## src/rtl/rv_decode_pkg.sv

```systemverilog
// Shared types and encodings for the RV32 decode stage.
// Opcodes, writeback/size codes, occupancy states and the decode bundle.
package rv_decode_pkg;

   localparam logic [6:0] OP_LUI    = 7'b0110111;
   localparam logic [6:0] OP_AUIPC  = 7'b0010111;
   localparam logic [6:0] OP_JAL    = 7'b1101111;
   localparam logic [6:0] OP_JALR   = 7'b1100111;
   localparam logic [6:0] OP_BRANCH = 7'b1100011;
   localparam logic [6:0] OP_LOAD   = 7'b0000011;
   localparam logic [6:0] OP_STORE  = 7'b0100011;
   localparam logic [6:0] OP_IMM    = 7'b0010011;
   localparam logic [6:0] OP_REG    = 7'b0110011;
   localparam logic [6:0] OP_FENCE  = 7'b0001111;
   localparam logic [6:0] OP_SYSTEM = 7'b1110011;

   localparam logic [6:0] F7_BASE   = 7'b0000000;
   localparam logic [6:0] F7_ALT    = 7'b0100000;
   localparam logic [6:0] F7_MULDIV = 7'b0000001;

   localparam logic [1:0] RD_ALU  = 2'b00;
   localparam logic [1:0] RD_LOAD = 2'b01;
   localparam logic [1:0] RD_IMM  = 2'b10;
   localparam logic [1:0] RD_PC4  = 2'b11;

   localparam logic [1:0] SZ_BYTE = 2'b00;
   localparam logic [1:0] SZ_HALF = 2'b01;
   localparam logic [1:0] SZ_WORD = 2'b10;

   typedef enum logic [1:0] {
      OCC_EMPTY = 2'd0,
      OCC_ONE   = 2'd1,
      OCC_TWO   = 2'd2
   } occ_e;

   // Register fields are kept 5 bits wide here; narrow
   // configurations truncate at the stage outputs.
   typedef struct packed {
      logic [4:0]  alu_opcode;
      logic [4:0]  rs1;
      logic [4:0]  rs2;
      logic [4:0]  rd;
      logic [31:0] imm;
      logic        imm_sel;
      logic        alu_sel;
      logic [1:0]  rd_data_sel;
      logic        reg_w;
      logic        data_w;
      logic        data_r;
      logic        unsigned_op;
      logic [1:0]  data_size;
      logic        branch;
      logic        load_pc;
      logic        illegal;
   } dec_t;

endpackage

```

## src/rtl/rv_decode_if.sv

```systemverilog
// Fetch->decode->execute handshake bundle for rv_decode_stage.
// master: fetch/execute side; slave: the decode stage itself.
interface rv_decode_if #(
   parameter int XLEN       = 32,
   parameter int REG_ADDR_W = 5,
   parameter int PC_W       = 32
);
   logic                  flush;
   logic                  in_valid;
   logic                  in_ready;
   logic [31:0]           in_instr;
   logic [PC_W-1:0]       in_pc;
   logic                  out_valid;
   logic                  out_ready;
   logic [PC_W-1:0]       out_pc;
   logic [4:0]            out_alu_opcode;
   logic [REG_ADDR_W-1:0] out_rs1;
   logic [REG_ADDR_W-1:0] out_rs2;
   logic [REG_ADDR_W-1:0] out_rd;
   logic [XLEN-1:0]       out_imm;
   logic                  out_imm_sel;
   logic                  out_alu_sel;
   logic [1:0]            out_rd_data_sel;
   logic                  out_reg_w;
   logic                  out_data_w;
   logic                  out_data_r;
   logic                  out_unsigned;
   logic [1:0]            out_data_size;
   logic                  out_branch;
   logic                  out_load_pc;
   logic                  out_illegal;

   modport master (
      output flush, in_valid, in_instr, in_pc, out_ready,
      input  in_ready, out_valid, out_pc, out_alu_opcode,
      input  out_rs1, out_rs2, out_rd, out_imm,
      input  out_imm_sel, out_alu_sel, out_rd_data_sel,
      input  out_reg_w, out_data_w, out_data_r,
      input  out_unsigned, out_data_size,
      input  out_branch, out_load_pc, out_illegal
   );

   modport slave (
      input  flush, in_valid, in_instr, in_pc, out_ready,
      output in_ready, out_valid, out_pc, out_alu_opcode,
      output out_rs1, out_rs2, out_rd, out_imm,
      output out_imm_sel, out_alu_sel, out_rd_data_sel,
      output out_reg_w, out_data_w, out_data_r,
      output out_unsigned, out_data_size,
      output out_branch, out_load_pc, out_illegal
   );
endinterface

```

## src/rtl/rv_decode_comb.sv

```systemverilog
// Combinational RV32I/E instruction decoder: instr -> dec_t bundle.
// Ports: instr (in, 32), dec (out, dec_t). Macro RV_DECODE_RV32M_EN.
module rv_decode_comb
   import rv_decode_pkg::*;
#(
   parameter int REG_ADDR_W = 5
) (
   input  logic [31:0] instr,
   output dec_t        dec
);
   localparam bit NARROW = (REG_ADDR_W < 5);

   logic [6:0]  op;
   logic [2:0]  f3;
   logic [6:0]  f7;
   logic [4:0]  rd;
   logic [4:0]  rs1;
   logic [4:0]  rs2;
   logic [31:0] imm_i;
   logic [31:0] imm_s;
   logic [31:0] imm_b;
   logic [31:0] imm_u;
   logic [31:0] imm_j;

   assign op  = instr[6:0];
   assign rd  = instr[11:7];
   assign f3  = instr[14:12];
   assign rs1 = instr[19:15];
   assign rs2 = instr[24:20];
   assign f7  = instr[31:25];

   assign imm_i = {{20{instr[31]}}, instr[31:20]};
   assign imm_s = {{20{instr[31]}}, instr[31:25],
                   instr[11:7]};
   assign imm_b = {{19{instr[31]}}, instr[31], instr[7],
                   instr[30:25], instr[11:8], 1'b0};
   assign imm_u = {instr[31:12], 12'b0};
   assign imm_j = {{11{instr[31]}}, instr[31],
                   instr[19:12], instr[20],
                   instr[30:21], 1'b0};

   logic is_lui, is_auipc, is_jal, is_jalr;
   logic is_branch, is_load, is_store, is_imm;
   logic is_reg, is_fence, is_system;

   assign is_lui    = (op == OP_LUI);
   assign is_auipc  = (op == OP_AUIPC);
   assign is_jal    = (op == OP_JAL);
   assign is_jalr   = (op == OP_JALR);
   assign is_branch = (op == OP_BRANCH);
   assign is_load   = (op == OP_LOAD);
   assign is_store  = (op == OP_STORE);
   assign is_imm    = (op == OP_IMM);
   assign is_reg    = (op == OP_REG);
   assign is_fence  = (op == OP_FENCE);
   assign is_system = (op == OP_SYSTEM);

   dec_t raw;
   logic bad;
   logic reg_bad;

   always_comb begin
      raw = '0;
      bad = 1'b0;
      unique case (1'b1)
         is_lui: begin
            raw.rd          = rd;
            raw.imm         = imm_u;
            raw.imm_sel     = 1'b1;
            raw.rd_data_sel = RD_IMM;
            raw.reg_w       = 1'b1;
         end
         is_auipc: begin
            raw.rd      = rd;
            raw.imm     = imm_u;
            raw.imm_sel = 1'b1;
            raw.alu_sel = 1'b1;
            raw.load_pc = 1'b1;
            raw.reg_w   = 1'b1;
         end
         is_jal: begin
            raw.rd          = rd;
            raw.imm         = imm_j;
            raw.imm_sel     = 1'b1;
            raw.alu_sel     = 1'b1;
            raw.load_pc     = 1'b1;
            raw.reg_w       = 1'b1;
            raw.rd_data_sel = RD_PC4;
         end
         is_jalr: begin
            bad             = (f3 != 3'b000);
            raw.rd          = rd;
            raw.rs1         = rs1;
            raw.imm         = imm_i;
            raw.imm_sel     = 1'b1;
            raw.alu_sel     = 1'b1;
            raw.reg_w       = 1'b1;
            raw.rd_data_sel = RD_PC4;
         end
         is_branch: begin
            // funct3 010/011 are unassigned
            bad             = (f3[2:1] == 2'b01);
            raw.rs1         = rs1;
            raw.rs2         = rs2;
            raw.imm         = imm_b;
            raw.alu_sel     = 1'b1;
            raw.branch      = 1'b1;
            raw.alu_opcode  = {2'b10, f3};
            raw.unsigned_op = f3[1];
         end
         is_load: begin
            bad = (f3 == 3'b011) || (f3[2:1] == 2'b11);
            raw.rs1         = rs1;
            raw.rd          = rd;
            raw.imm         = imm_i;
            raw.imm_sel     = 1'b1;
            raw.alu_sel     = 1'b1;
            raw.data_r      = 1'b1;
            raw.reg_w       = 1'b1;
            raw.rd_data_sel = RD_LOAD;
            raw.data_size   = f3[1:0];
            raw.unsigned_op = f3[2];
         end
         is_store: begin
            bad = f3[2] || (f3[1:0] == 2'b11);
            raw.rs1       = rs1;
            raw.rs2       = rs2;
            raw.imm       = imm_s;
            raw.imm_sel   = 1'b1;
            raw.alu_sel   = 1'b1;
            raw.data_w    = 1'b1;
            raw.data_size = f3[1:0];
         end
         is_imm: begin
            raw.rs1     = rs1;
            raw.rd      = rd;
            raw.imm_sel = 1'b1;
            raw.alu_sel = 1'b1;
            raw.reg_w   = 1'b1;
            if (f3 == 3'b001) begin
               bad            = (f7 != F7_BASE);
               raw.imm        = {27'b0, instr[24:20]};
               raw.alu_opcode = {f7[6:5], f3};
            end else if (f3 == 3'b101) begin
               bad = (f7 != F7_BASE) && (f7 != F7_ALT);
               raw.imm        = {27'b0, instr[24:20]};
               raw.alu_opcode = {f7[6:5], f3};
            end else begin
               raw.imm         = imm_i;
               raw.alu_opcode  = {2'b00, f3};
               raw.unsigned_op = (f3 == 3'b011);
            end
         end
         is_reg: begin
            raw.rs1         = rs1;
            raw.rs2         = rs2;
            raw.rd          = rd;
            raw.alu_sel     = 1'b1;
            raw.reg_w       = 1'b1;
            raw.alu_opcode  = {f7[6:5], f3};
            raw.unsigned_op = (f3 == 3'b011);
            if (f7 == F7_ALT) begin
               bad = (f3 != 3'b000) && (f3 != 3'b101);
            end else if (f7 == F7_MULDIV) begin
`ifdef RV_DECODE_RV32M_EN
               raw.alu_opcode  = {2'b11, f3};
               raw.unsigned_op = 1'b0;
`else
               bad = 1'b1;
`endif
            end else if (f7 != F7_BASE) begin
               bad = 1'b1;
            end
         end
         is_fence: begin
            bad = (f3 != 3'b000);
         end
         is_system: begin
            bad = 1'b1;
         end
         default: begin
            bad = 1'b1;
         end
      endcase
   end

   // Unused fields are already zero, so only real
   // register references can trip the narrow check.
   assign reg_bad = NARROW &&
                    (raw.rs1[4] | raw.rs2[4] | raw.rd[4]);

   always_comb begin
      dec = raw;
      if (bad || reg_bad) begin
         dec         = '0;
         dec.illegal = 1'b1;
      end
   end

endmodule

```

## src/rtl/rv_decode_stage.sv

```systemverilog
// Registered decode stage with 2-entry skid buffer, flush, illegal flag.
// Ports: clk, reset_n (sync, low), bus (rv_decode_if.slave). Macro RV_DECODE_RV32M_EN.
module rv_decode_stage
   import rv_decode_pkg::*;
#(
   parameter int XLEN       = 32,
   parameter int REG_ADDR_W = 5,
   parameter int PC_W       = 32
) (
   input logic       clk,
   input logic       reset_n,
   rv_decode_if.slave bus
);
   if (XLEN != 32) begin : g_xlen_chk
      $error("rv_decode_stage: XLEN must be 32");
   end
   if (REG_ADDR_W != 4 && REG_ADDR_W != 5) begin : g_reg_chk
      $error("rv_decode_stage: REG_ADDR_W must be 4 or 5");
   end

   dec_t            new_dec;
   dec_t            head_dec;
   dec_t            tail_dec;
   logic [PC_W-1:0] head_pc;
   logic [PC_W-1:0] tail_pc;

   occ_e state;
   occ_e nstate;
   logic in_rdy;
   logic out_vld;
   logic push;
   logic pop;
   logic ld_head_new;
   logic ld_head_tail;
   logic ld_tail;

   rv_decode_comb #(
      .REG_ADDR_W (REG_ADDR_W)
   ) u_comb (
      .instr (bus.in_instr),
      .dec   (new_dec)
   );

   always_ff @(posedge clk) begin
      if (!reset_n) begin
         state <= OCC_EMPTY;
      end else begin
         state <= nstate;
      end
   end

   always_comb begin
      nstate = state;
      if (bus.flush) begin
         nstate = OCC_EMPTY;
      end else begin
         unique case (state)
            OCC_EMPTY: if (push) nstate = OCC_ONE;
            OCC_ONE: begin
               if (push && !pop) nstate = OCC_TWO;
               else if (pop && !push) nstate = OCC_EMPTY;
            end
            OCC_TWO: if (pop) nstate = OCC_ONE;
            default: nstate = OCC_EMPTY;
         endcase
      end
   end

   // Flags depend only on the state register, so in_ready
   // has no combinational path from out_ready.
   always_comb begin
      in_rdy  = (state != OCC_TWO);
      out_vld = (state != OCC_EMPTY);
      push    = bus.in_valid && in_rdy && !bus.flush;
      pop     = out_vld && bus.out_ready;
      ld_head_new = push &&
                    ((state == OCC_EMPTY) ||
                     (state == OCC_ONE && pop));
      ld_head_tail = pop && (state == OCC_TWO);
      ld_tail      = push && (state == OCC_ONE) && !pop;
   end

   always_ff @(posedge clk) begin
      if (!reset_n) begin
         head_dec <= '0;
         head_pc  <= '0;
         tail_dec <= '0;
         tail_pc  <= '0;
      end else begin
         if (ld_head_new) begin
            head_dec <= new_dec;
            head_pc  <= bus.in_pc;
         end else if (ld_head_tail) begin
            head_dec <= tail_dec;
            head_pc  <= tail_pc;
         end
         if (ld_tail) begin
            tail_dec <= new_dec;
            tail_pc  <= bus.in_pc;
         end
      end
   end

   assign bus.in_ready        = in_rdy;
   assign bus.out_valid       = out_vld;
   assign bus.out_pc          = head_pc;
   assign bus.out_alu_opcode  = head_dec.alu_opcode;
   assign bus.out_rs1         = head_dec.rs1[REG_ADDR_W-1:0];
   assign bus.out_rs2         = head_dec.rs2[REG_ADDR_W-1:0];
   assign bus.out_rd          = head_dec.rd[REG_ADDR_W-1:0];
   assign bus.out_imm         = head_dec.imm;
   assign bus.out_imm_sel     = head_dec.imm_sel;
   assign bus.out_alu_sel     = head_dec.alu_sel;
   assign bus.out_rd_data_sel = head_dec.rd_data_sel;
   assign bus.out_reg_w       = head_dec.reg_w;
   assign bus.out_data_w      = head_dec.data_w;
   assign bus.out_data_r      = head_dec.data_r;
   assign bus.out_unsigned    = head_dec.unsigned_op;
   assign bus.out_data_size   = head_dec.data_size;
   assign bus.out_branch      = head_dec.branch;
   assign bus.out_load_pc     = head_dec.load_pc;
   assign bus.out_illegal     = head_dec.illegal;

endmodule
```

## src/flat_wrapper.sv

```systemverilog
// flat-port wrapper written by rule: the top's interface ports become plain ports
module rv_decode_stage_flat import rv_decode_pkg::*;
#(
   parameter int XLEN       = 32,
   parameter int REG_ADDR_W = 5,
   parameter int PC_W       = 32
)
  (clk, reset_n, bus_flush, bus_in_valid, bus_in_instr, bus_in_pc, bus_out_ready, bus_in_ready, bus_out_valid, bus_out_pc, bus_out_alu_opcode, bus_out_rs1, bus_out_rs2, bus_out_rd, bus_out_imm, bus_out_imm_sel, bus_out_alu_sel, bus_out_rd_data_sel, bus_out_reg_w, bus_out_data_w, bus_out_data_r, bus_out_unsigned, bus_out_data_size, bus_out_branch, bus_out_load_pc, bus_out_illegal);
  rv_decode_if #(.XLEN(XLEN), .REG_ADDR_W(REG_ADDR_W), .PC_W(PC_W)) bus_i ();
  input logic clk;
  input logic reset_n;
  input wire logic [$bits(bus_i.flush)-1:0] bus_flush;
  input wire logic [$bits(bus_i.in_valid)-1:0] bus_in_valid;
  input wire logic [$bits(bus_i.in_instr)-1:0] bus_in_instr;
  input wire logic [$bits(bus_i.in_pc)-1:0] bus_in_pc;
  input wire logic [$bits(bus_i.out_ready)-1:0] bus_out_ready;
  output wire logic [$bits(bus_i.in_ready)-1:0] bus_in_ready;
  output wire logic [$bits(bus_i.out_valid)-1:0] bus_out_valid;
  output wire logic [$bits(bus_i.out_pc)-1:0] bus_out_pc;
  output wire logic [$bits(bus_i.out_alu_opcode)-1:0] bus_out_alu_opcode;
  output wire logic [$bits(bus_i.out_rs1)-1:0] bus_out_rs1;
  output wire logic [$bits(bus_i.out_rs2)-1:0] bus_out_rs2;
  output wire logic [$bits(bus_i.out_rd)-1:0] bus_out_rd;
  output wire logic [$bits(bus_i.out_imm)-1:0] bus_out_imm;
  output wire logic [$bits(bus_i.out_imm_sel)-1:0] bus_out_imm_sel;
  output wire logic [$bits(bus_i.out_alu_sel)-1:0] bus_out_alu_sel;
  output wire logic [$bits(bus_i.out_rd_data_sel)-1:0] bus_out_rd_data_sel;
  output wire logic [$bits(bus_i.out_reg_w)-1:0] bus_out_reg_w;
  output wire logic [$bits(bus_i.out_data_w)-1:0] bus_out_data_w;
  output wire logic [$bits(bus_i.out_data_r)-1:0] bus_out_data_r;
  output wire logic [$bits(bus_i.out_unsigned)-1:0] bus_out_unsigned;
  output wire logic [$bits(bus_i.out_data_size)-1:0] bus_out_data_size;
  output wire logic [$bits(bus_i.out_branch)-1:0] bus_out_branch;
  output wire logic [$bits(bus_i.out_load_pc)-1:0] bus_out_load_pc;
  output wire logic [$bits(bus_i.out_illegal)-1:0] bus_out_illegal;
  assign bus_i.flush = bus_flush;
  assign bus_i.in_valid = bus_in_valid;
  assign bus_i.in_instr = bus_in_instr;
  assign bus_i.in_pc = bus_in_pc;
  assign bus_i.out_ready = bus_out_ready;
  assign bus_in_ready = bus_i.in_ready;
  assign bus_out_valid = bus_i.out_valid;
  assign bus_out_pc = bus_i.out_pc;
  assign bus_out_alu_opcode = bus_i.out_alu_opcode;
  assign bus_out_rs1 = bus_i.out_rs1;
  assign bus_out_rs2 = bus_i.out_rs2;
  assign bus_out_rd = bus_i.out_rd;
  assign bus_out_imm = bus_i.out_imm;
  assign bus_out_imm_sel = bus_i.out_imm_sel;
  assign bus_out_alu_sel = bus_i.out_alu_sel;
  assign bus_out_rd_data_sel = bus_i.out_rd_data_sel;
  assign bus_out_reg_w = bus_i.out_reg_w;
  assign bus_out_data_w = bus_i.out_data_w;
  assign bus_out_data_r = bus_i.out_data_r;
  assign bus_out_unsigned = bus_i.out_unsigned;
  assign bus_out_data_size = bus_i.out_data_size;
  assign bus_out_branch = bus_i.out_branch;
  assign bus_out_load_pc = bus_i.out_load_pc;
  assign bus_out_illegal = bus_i.out_illegal;
  rv_decode_stage #(.XLEN(XLEN), .REG_ADDR_W(REG_ADDR_W), .PC_W(PC_W)) u_core (.clk(clk), .reset_n(reset_n), .bus(bus_i));
endmodule
```

## config.mk

```make
export PLATFORM = sky130hd
export DESIGN_NAME = rv_decode_stage_flat
export DESIGN_NICKNAME = d
export VERILOG_FILES = /design/src/rtl/rv_decode_pkg.sv /design/src/rtl/rv_decode_if.sv /design/src/rtl/rv_decode_comb.sv /design/src/rtl/rv_decode_stage.sv /design/src/flat_wrapper.sv
export SDC_FILE = /design/constraint.sdc
export NUM_CORES = 1
export LEC_CHECK = 0
export CAP_MARGIN = 20
export CORE_MARGIN = 4
export CORE_UTILIZATION = 45
export DETAILED_ROUTE_END_ITERATION = 8
export PLACE_DENSITY = 0.81
export SLEW_MARGIN = 40
export SYNTH_ARGS = -nofsm -noshare
export SYNTH_HDL_FRONTEND = slang
export SYNTH_SLANG_ARGS = --single-unit
```

## constraint.sdc

```tcl
create_clock -name clk -period 2.9 [get_ports clk]
set_input_delay 0.58 -clock clk [delete_from_list [all_inputs] [get_ports clk]]
set_output_delay 0.58 -clock clk [all_outputs]
set_load 0.03 [all_outputs]
```

==> impl_results.md <==
* Status: finished clean
* Syn avg cell area at 8.175 um^2
* Area delta synth->final at 33.90%
* Port bufs at 167
* Reg2reg path depth at 6
* Setup_tns at 0 ns
* Synth Cell Area at 8215 um^2
* Post-CTS Setup Inserts at 0
* Slowest cell delay on critical path at 0.57 ns
* First-pass GRT wire length at 40050 um
* Worst EP required at 3.24 ns
* CTS root buf: clkbuf_16
* Synth Net Count at 1074
* Critical Path Start Type: input port
* Endpoints failing hold at 0
* Total power at 5.928 mW
* Setup crit end: u_core.bus.out_alu_opcode[0]$_SDFFE_PN0P_
* Pins Over Slew Limit at 0
* Core outline area at 17960 um^2
* Period utilization at 88.28%
* Slew @ Worst Pin at 0.5716 ns
* Arr. time, crit path at 2.90 ns
* Nets at 1224
* Post-DP Area at 10350 um^2
* GRT Util Overall at 24.35%
* Commonest non-fill, non-tap cells in the layout: 233 x nand2_1, 196 x dfxtp_1, 167 x clkdlybuf4s50_1
* CTS H-tree depth at 4
* Fmax at 390.6 MHz
* Diode count at 0
* Post-synth ARST share at 0%
* Number of global-route vias before repair at 7516
* Number of synthesized flops with an enable pin at 0
* R2r startpoint: u_core.state[1]$_SDFFE_PP0P_
* Die area at 20480 um^2
* Post-synthesis cell type count at 54
* Pin count of the biggest net entering global routing at 110
* Setup-failing EPs final at 0
* Post-DP HPWL at 17130 um
* Post-route ant nets at 0
* Seq/Total Area, Yosys at 47.76%
* Final cell count without fillers at 1397
* Via Count at 8200
* First-pass DRT Iterations at 5
* Initial Util at 45.73%
* Post-Synthesis Cells at 1005
* Worst-path clk slew at 0.07 ns
* Die Y at 143.1 um
* Detailed Route Iter0 Violations at 705
* Cts repair resizes at 0
* Kind of critical path: in -> reg
* CP endpoint kind: register
* I/O Pins at 168
* Inst Count DP at 1365
* Via density at 5.870
* CTS buffer count at 17
* Yosys reg bits at 196
* Total congestion overflow at 0
* DRC Markers at 0
* Layout Skew at 0.007483 ns
* R2r setup slk at 1.00 ns
* Antenna violations before repair at 0
* Setup repair after global routing missed its margin: no
* Max cap viols at 0
* Design area at 11000 um^2
* CTS tree: built
* RD Place Congestion at 0.9780
* Critical Path Source: bus_in_instr[6]
* DIE WIDTH at 143.1 um
* Crit-path slowest cell: clkdlybuf4s50_1
* CP max FO at 21
* Worst skew pair latency at 0.43 ns
* Layout cells sized above 1 at 8.390%
* Clock tree buffer depth at 2
* Commonest non-fill, non-tap cell in the layout: nand2_1
* CP cell instances: clkdlybuf4s50_1 -> and2_1 -> a22o_1 -> a31oi_1 -> o21a_1 -> nand4_1 -> buf_12 -> o21ai_0
* Slew margin rel. at 61.60%
* RR Endpoint: u_core.bus.out_alu_opcode[0]$_SDFFE_PN0P_
* Synth Flop Type: dfxtp_1
* # clock sinks at 196
* Hold-fix buffers, CTS at 0
* Placement row count at 49
* Hold Path Class: reg -> reg
* Pwr Density at 538.9 nW/um^2
* Total routed wirelength at 25650 um
* Hold path startpoint: u_core.tail_dec[6]$_SDFFE_PN0P_
* Min Tclk post-route at 2.560 ns
* Leakage at 4.185 nW
* Max VDD drop at 0.4669 mV
* Synthesis Warnings at 0
* Post-DR wirelength/cell at 18.36 um
[power by group]
| part | switching, mW | internal [mW] | total [mW] |
|---|---|---|---|
| logic | 0.332 | 0.240 | 0.572 |
| clock network | 1.10 | 1.50 | 2.60 |
| registers | 0.0225 | 2.73 | 2.75 |
| total | 1.46 | 4.47 | 5.93 |
[how the worst min path moves through the flow]
stage	end	depth (start not counted)	slack [ns]
4_1_cts	u_core.tail_dec[6]$_SDFFE_PN0P_	2	0.46
3_5_place_dp	u_core.tail_dec[64]$_SDFFE_PN0P_	2	0.44
6_report	u_core.tail_dec[6]$_SDFFE_PN0P_	2	0.45
5_1_grt	u_core.tail_pc[19]$_SDFFE_PN0P_	2	0.47
3_3_place_gp	u_core.tail_dec[14]$_SDFFE_PN0P_	2	0.43
2_1_floorplan	u_core.tail_dec[24]$_SDFFE_PN0P_	2	0.42
[cell type report]
cell class	count	area, um^2
flip-flops and latches	196	3924
clock inverters	14	214.0
fillers	1550	6963
inverters	8	31.28
multi-input cells	710	3896
clock buffers	18	439.2
repair buffers	222	2210
well taps	229	286.5
[cell usage after synthesis, types with 6 or more instances]
library cell | number | share of area [%]
a21oi_1 | 82 | 5.0
a32o_1 | 25 | 3.0
nand2_1 | 234 | 11
dfxtp_1 | 196 | 48
o2bb2ai_1 | 19 | 2.0
a21o_1 | 22 | 2.0
and3_1 | 37 | 2.8
clkbuf_1 | 73 | 3.3
a31oi_1 | 11 | 0.84
inv_1 | 8 | 0.37
a311oi_1 | 32 | 3.4
buf_2 | 11 | 0.67
and2_1 | 6 | 0.46
a22o_1 | 13 | 1.4
nor2_1 | 52 | 2.4
nand4_1 | 7 | 0.53
o22ai_1 | 14 | 1.1
nand3_1 | 34 | 2.1
nor3_1 | 6 | 0.37
o21ai_0 | 48 | 2.9
o21ai_1 | 10 | 0.61
[state kept, by name, indices dropped and copies added, names as in the netlist, 2 cells and up]
name and count:
u_core.tail_dec 65, u_core.bus.out_imm 32, u_core.bus.out_pc 32, u_core.tail_pc 32, u_core.bus.out_alu_opcode 5, u_core.bus.out_rd 5, u_core.bus.out_rs1 5, u_core.bus.out_rs2 5
u_core.bus.out_data_size 2, u_core.bus.out_rd_data_sel 2, u_core.state 2
[per-layer routing]
metal  global-route usage, %  vias to the layer above  share of wire (%)
met5                       0                        -                  0
met3                   4.823                       41                9.1
met1                   32.94                     3882                 42
met2                   38.97                      397                 47
met4                   8.404                        0                2.1
li1                        -                     3880                  -
[kinds of logic (layout without fill, tap and decap cells)]
family / count (synthesis) / count (layout) / share of synthesized area, %
muxes: 3 / 3 / 0.3655
buffers and inverters: 99 / 262 / 5.011
DFF: 196 / 196 / 47.76
AOI/OAI and AO/OA: 301 / 301 / 24.84
and+or+nand+nor: 406 / 406 / 22.02
[critical path, delay by kind of cell]
family,cells,cell delay (ns)
buffers and inverters,2,0.79
AO/OA/AOI/OAI,4,0.97
AND/OR/NAND/NOR,2,0.55
[through the flow]
stage | util [%] | setup slack [ns] | hold WS (ns)
2_1_floorplan | - | 0.5664 | 0.4248
4_1_cts | 61.24 | 0.3714 | 0.4557
6_report | 61.24 | 0.3398 | 0.4546
3_3_place_gp | 57.60 | 0.05194 | 0.4349
3_5_place_dp | 57.60 | 0.0001070 | 0.4428
5_1_grt | 61.24 | 0.2409 | 0.4715
No activity file was read; power rests on OpenSTA's default activity.
